**config.mk**
```make
export PLATFORM = sky130hd
export DESIGN_NAME = sha256_msg_schedule
export DESIGN_NICKNAME = d
export VERILOG_FILES = /design/src/rtl/sha256_msg_schedule_pkg.sv /design/src/rtl/add4.sv /design/src/rtl/sha256_sigma_small.sv /design/src/rtl/sha256_msg_schedule.sv
export SDC_FILE = /design/constraint.sdc
export NUM_CORES = 1
export LEC_CHECK = 0
export ABC_CLOCK_PERIOD_IN_PS = 5000
export BUFFER_PORTS_ARGS = -buffer_cell sky130_fd_sc_hd__buf_2
export CORE_MARGIN = 2
export CORE_UTILIZATION = 35
export CTS_CLUSTER_DIAMETER = 80
export DETAILED_ROUTE_END_ITERATION = 16
export GPL_ROUTABILITY_DRIVEN = 0
export PLACE_DENSITY = 0.65
export SLEW_MARGIN = 15
export SYNTH_ARGS = -nofsm -noshare
export SYNTH_HDL_FRONTEND = slang
export SYNTH_HIERARCHICAL = 1
export SYNTH_SLANG_ARGS = --single-unit
```
**constraint.sdc**
```tcl
create_clock -name clk -period 5 [get_ports clk]
set_input_delay 0.75 -clock clk [delete_from_list [all_inputs] [get_ports clk]]
set_output_delay 0.75 -clock clk [all_outputs]
set_load 0.05 [all_outputs]
```
**src/rtl/sha256_msg_schedule_pkg.sv**
```systemverilog
// Shared definitions for the SHA-256 message schedule generator.
// Holds the SHA-256 geometry, the two FSM state encodings, the small-sigma
// rotate/shift amounts and a rotate-right helper.
package sha256_msg_schedule_pkg;

  localparam int unsigned WORD_W  = 32;
  localparam int unsigned BLOCK_W = 512;
  localparam int unsigned ROUNDS  = 64;
  localparam int unsigned WIN     = 16;

  typedef logic [WORD_W-1:0] word_t;

  // Index of the final schedule word
  localparam logic [5:0] LAST_T = 6'(ROUNDS - 1);

  // FSM state encodings
  localparam logic [0:0] S_IDLE = 1'b0;
  localparam logic [0:0] S_RUN  = 1'b1;

  // sha256_sigma_small mode select
  localparam logic SIGMA0 = 1'b0;
  localparam logic SIGMA1 = 1'b1;

  // sigma0: ROTR7 ^ ROTR18 ^ SHR3
  localparam int unsigned S0_ROT_A = 7;
  localparam int unsigned S0_ROT_B = 18;
  localparam int unsigned S0_SHR   = 3;
  // sigma1: ROTR17 ^ ROTR19 ^ SHR10
  localparam int unsigned S1_ROT_A = 17;
  localparam int unsigned S1_ROT_B = 19;
  localparam int unsigned S1_SHR   = 10;

  function automatic word_t rotr(input word_t x, input int unsigned n);
    return (x >> n) | (x << (WORD_W - n));
  endfunction

endpackage

```
**src/rtl/add4.sv**
```systemverilog
// Four-input 32-bit adder, sum truncated modulo 2^32.
// Ports: a_i, b_i, c_i, d_i operands; sum_o = a_i + b_i + c_i + d_i.
module add4 (
  input  logic [31:0] a_i,
  input  logic [31:0] b_i,
  input  logic [31:0] c_i,
  input  logic [31:0] d_i,
  output logic [31:0] sum_o
);

  assign sum_o = a_i + b_i + c_i + d_i;

endmodule

```
**src/rtl/sha256_sigma_small.sv**
```systemverilog
// SHA-256 small sigma function, combinational.
// Ports: mode_i selects sigma0 (SIGMA0) or sigma1 (SIGMA1); x_i input word;
//        y_o result word.
module sha256_sigma_small
  import sha256_msg_schedule_pkg::*;
(
  input  logic  mode_i,
  input  word_t x_i,
  output word_t y_o
);

  always_comb begin
    if (mode_i == SIGMA1) begin
      y_o = rotr(x_i, S1_ROT_A) ^ rotr(x_i, S1_ROT_B) ^ (x_i >> S1_SHR);
    end else begin
      y_o = rotr(x_i, S0_ROT_A) ^ rotr(x_i, S0_ROT_B) ^ (x_i >> S0_SHR);
    end
  end

endmodule

```
**src/rtl/sha256_msg_schedule.sv**
```systemverilog
// SHA-256 message schedule generator.
// Accepts one padded 512-bit block in IDLE and streams W[0..63], one word per
// w_valid/w_ready handshake, from a 16-word sliding window.
// Ports:
//   clk, rst_n            clock, async active-low reset
//   blk_valid/blk_ready   block handshake (ready only in IDLE)
//   blk_data              block, [511:480] = M0 ... [31:0] = M15
//   w_valid/w_ready       word handshake
//   w_data, w_idx, w_last current word W[t], t, and t == 63 flag
module sha256_msg_schedule
  import sha256_msg_schedule_pkg::*;
(
  input  logic               clk,
  input  logic               rst_n,
  input  logic               blk_valid,
  output logic               blk_ready,
  input  logic [BLOCK_W-1:0] blk_data,
  output logic               w_valid,
  input  logic               w_ready,
  output logic [WORD_W-1:0]  w_data,
  output logic [5:0]         w_idx,
  output logic               w_last
);

  logic [0:0] state_q, state_d;
  logic [5:0] t_q, t_d;
  word_t      win_q [WIN];
  word_t      win_d [WIN];

  word_t s0_val, s1_val, w_next;

  sha256_sigma_small u_sigma0 (
    .mode_i (SIGMA0),
    .x_i    (win_q[1]),
    .y_o    (s0_val)
  );

  sha256_sigma_small u_sigma1 (
    .mode_i (SIGMA1),
    .x_i    (win_q[14]),
    .y_o    (s1_val)
  );

  // r[15]' = s1(r[14]) + r[9] + s0(r[1]) + r[0]
  add4 u_add4 (
    .a_i   (s1_val),
    .b_i   (win_q[9]),
    .c_i   (s0_val),
    .d_i   (win_q[0]),
    .sum_o (w_next)
  );

  always_comb begin
    state_d = state_q;
    t_d     = t_q;
    for (int i = 0; i < WIN; i++) begin
      win_d[i] = win_q[i];
    end

    if (state_q == S_IDLE) begin
      if (blk_valid) begin
        for (int i = 0; i < WIN; i++) begin
          win_d[i] = blk_data[BLOCK_W - 1 - WORD_W * i -: WORD_W];
        end
        t_d     = '0;
        state_d = S_RUN;
      end
    end else if (w_ready) begin
      for (int i = 0; i < WIN - 1; i++) begin
        win_d[i] = win_q[i + 1];
      end
      win_d[WIN - 1] = w_next;
      // Wraps 63 -> 0, leaving w_idx at 0 back in IDLE
      t_d = t_q + 6'd1;
      if (t_q == LAST_T) begin
        state_d = S_IDLE;
      end
    end
  end

  always_ff @(posedge clk or negedge rst_n) begin
    if (!rst_n) begin
      state_q <= S_IDLE;
      t_q     <= '0;
      for (int i = 0; i < WIN; i++) begin
        win_q[i] <= '0;
      end
    end else begin
      state_q <= state_d;
      t_q     <= t_d;
      for (int i = 0; i < WIN; i++) begin
        win_q[i] <= win_d[i];
      end
    end
  end

  // Outputs decode state registers only; no path from w_ready/blk_valid.
  assign blk_ready = (state_q == S_IDLE);
  assign w_valid   = (state_q == S_RUN);
  assign w_data    = win_q[0];
  assign w_idx     = t_q;
  assign w_last    = (state_q == S_RUN) && (t_q == LAST_T);

endmodule

```
==> impl_metrics.ini <==
[outcome]
status = finished, final reports clean

[final_layout]
multi_input_area_sq_um = 15800
design_area_sq_um = 36600
syn_to_final_growth_pct = 18.58
drive_gt1_frac = 0.2183
seqCellArea_sq_um = 12990
num-fill-cells = 8538
final_nets = 4016

[job]
max_cap_violations = 0

[global_routing]
antenna_found_initial = 24
grt_start_max_net_pins = 196
first_global_vias = 22750
grt_usage = 0.2342
grt_overflow = 0
grt_pass1_wl_mm = 153.9

[logic_synthesis]
ys_types = 61
synth_compound_area_frac = 0.1067
synth_top_family_by_area = multiplexers
synthSimpleGateAreaFrac = 0.07276
synth-edff-count = 0
synth_xor_area_frac = 0.09063
async_flop_share = 1.000
syn_area_sq_um = 30870
synthesis.nets = 3591
synthCells = 2981
ys_warn_count = 6
synth_fa_ha_area_frac = 0.05318
avgSynthCellArea_sq_um = 10.36
synth-seq-cells = 519
yosysSeqAreaShare = 0.4207
synth_top_flop_cell = dfrtp_1
synthMuxAreaShare = 0.1882

[power_and_ir_drop]
power_density_nw_per_um2 = 783.7
ir_worst_vdd_mv = 0.7348
power_leakage_nw = 20.59

[critical_path]
cp.arrival_ns = 5.16
crit_required_ns = 5.50
rr_endpoint = win_q[17]$_DFFE_PN0P_
worst_setup_path_end_kind = flip-flop
reg2reg_depth = 14
crit_path_start_kind = flip-flop
criticalPathCategory = flip-flop to flip-flop
rr_startpoint = win_q[42]$_DFFE_PN0P_
r2r_slack_ns = 0.34
crit_fanout = 8

[placed_design]
dp_hpwl_mm = 85.22
postPlaceCellArea_sq_um = 34340
portBuffers = 556

[die]
fp-row-count = 108
fp.dieW_um = 301.0
initial_core_util = 0.3547
dieArea_sq_um = 90590
io_pins = 557
core-area_sq_um = 87020
die_h_um = 301.0

[sta]
rsz0062_at_grt = false
setup-tns-final_ns = 0
finalHoldViolCount = 0
final-setup-viol-count = 0
fmaxAchievable_mhz = 214.6
period_minus_slack_ns = 4.660
slew_violations = 0
tightestPinTransition_ns = 1.064
relSlewSlack = 0.2904
fin_crit_sh = 0.9319
fin_worst_skew_ns = 0.03582

[route]
firstDrtPassIters = 8
wirelength_mm = 108.1
ant_nets = 0
vias = 22820
wl_per_cell_um = 23.36
via_per_inst = 4.932
drtIter0Drc = 1921
drc_errors = 0

[cts]
ctsLongestPathBuffers = 3
cts_tree = done
cts.sinks = 519
cts_root_buf = clkbuf_16
cts_hold_buf = 0
htreeDepth = 3
numCtsBuffers = 67
post_cts_buffers = 0
clk_transition_reported_paths_ns = 0.06
clock_latency_ns = 0.60
postCtsResizedCells = 0

[min_path]
hp-class = primary input to asynchronous set/reset pin
-- report_power, final --
group	leakage [nW]	switching, mW	internal (mW)
clock network	1.08	1.98	2.89
logic	12.7	10.0	7.26
registers	6.77	1.18	5.34
total	20.6	13.2	15.5
-- cell type report --
cell class / instances / share of cell area
multi-input cells: 2018 / 0.4315
flip-flops and latches: 519 / 0.3549
repair buffers: 623 / 0.09414
clock buffers: 92 / 0.05165
well taps: 1155 / 0.03948
inverters: 177 / 0.01815
clock inverters: 29 / 0.009093
diodes: 15 / 0.001026
-- layout by cell type (no fill, tap or decap), types with 6 or more instances in the layout --
master and instances:
mux2i_1 578, buf_2 555, nand2_1 530, dfrtp_1 518, o21ai_0 476, inv_1 177, xnor3_1 101, clkbuf_16 67
fa_1 62, o21ai_1 57, buf_4 55, xnor2_1 45, ha_1 32, a21oi_1 22, diode_2 15, clkbuf_1 13
clkbuf_8 12, buf_12 12, xor2_1 12, nand3_1 9, clkinv_2 9, nor2_1 9, nand4_1 6
-- worst max path at each step --
stage                          start               endpoint  slack [ns]  cells after the start
2_1_floorplan  win_q[44]$_DFFE_PN0P_  win_q[17]$_DFFE_PN0P_        0.77                     16
3_3_place_gp   win_q[53]$_DFFE_PN0P_  win_q[31]$_DFFE_PN0P_        0.44                     16
3_5_place_dp   win_q[57]$_DFFE_PN0P_  win_q[17]$_DFFE_PN0P_        0.38                     15
4_1_cts        win_q[53]$_DFFE_PN0P_  win_q[17]$_DFFE_PN0P_        0.37                     15
5_1_grt        win_q[51]$_DFFE_PN0P_  win_q[31]$_DFFE_PN0P_        0.08                     16
6_report       win_q[42]$_DFFE_PN0P_  win_q[17]$_DFFE_PN0P_        0.34                     14
-- sequential cells by signal, summed over array words and instances (netlist names) --
register,cells
win_q,480
w_data,32
w_idx,6
w_valid,1
-- Yosys cell counts, drive strengths merged, types with 2 or more instances --
cell	number	area share
nand2b	3	0.00061
nand2	530	0.064
xnor3	102	0.074
mux2i	579	0.19
a2111oi	3	0.0015
a31oi	5	0.0014
nor2b	2	0.00041
xor2	12	0.0034
a21o	5	0.0012
and3	6	0.0013
dfrtp	519	0.42
nand3	9	0.0015
buf	188	0.036
a211oi	4	0.00097
and2	2	0.00041
o21a	2	0.00073
a21oi	26	0.0049
conb	2	0.00024
clkbuf	79	0.0098
xnor2	45	0.013
fa	62	0.040
inv	177	0.022
o21bai	5	0.0012
o21ai	538	0.088
ha	32	0.013
nand4	6	0.0012
o211ai	6	0.0016
nor2	9	0.0011
and3b	2	0.00057
nor3	5	0.00081
-- kinds of logic (layout without fill, tap and decap cells) --
group	count (synthesis)	count (layout)
adders and majority gates	94	94
other	2	17
buffers and inverters	444	921
AOI/OAI and AO/OA	608	608
DFF	519	519
muxes	579	579
and+or+nand+nor	576	576
xor gates and xnor gates	159	159
-- critical path, cell delays in order (launching register included) --
cell	delay (ns)
dfrtp_1	0.60
xnor3_1	0.40
mux2i_1	0.41
fa_1	0.28
fa_1	0.42
ha_1	0.25
fa_1	0.43
a21oi_2	0.20
o221ai_2	0.18
a311oi_4	0.46
o21ai_2	0.14
a31o_1	0.28
o311ai_2	0.26
mux2i_1	0.10
o21ai_0	0.17
-- routing by layer --
metal / global-route usage / wire, um
met5: 0 / 161
met4: 0.07475 / 3287
met2: 0.3719 / 50120
met3: 0.08045 / 10230
met1: 0.2995 / 44330
-- through the flow --
step                      hold WS (ns)  setup WS (ns)  utilization  total power [mW]  cells
final                           0.1805         0.3403       0.4206             28.69   4628
after global routing            0.2164        0.07828       0.4204             30.68   4620
after CTS                       0.1721         0.3710       0.4202             28.51   4613
after detailed placement        0.4695         0.3760       0.3946             23.50   4492
after global placement          0.4599         0.4355       0.3946             23.17   4492
after floorplan                 0.4496         0.7668            -             18.63   2981
(Power assumes the default switching activity.)
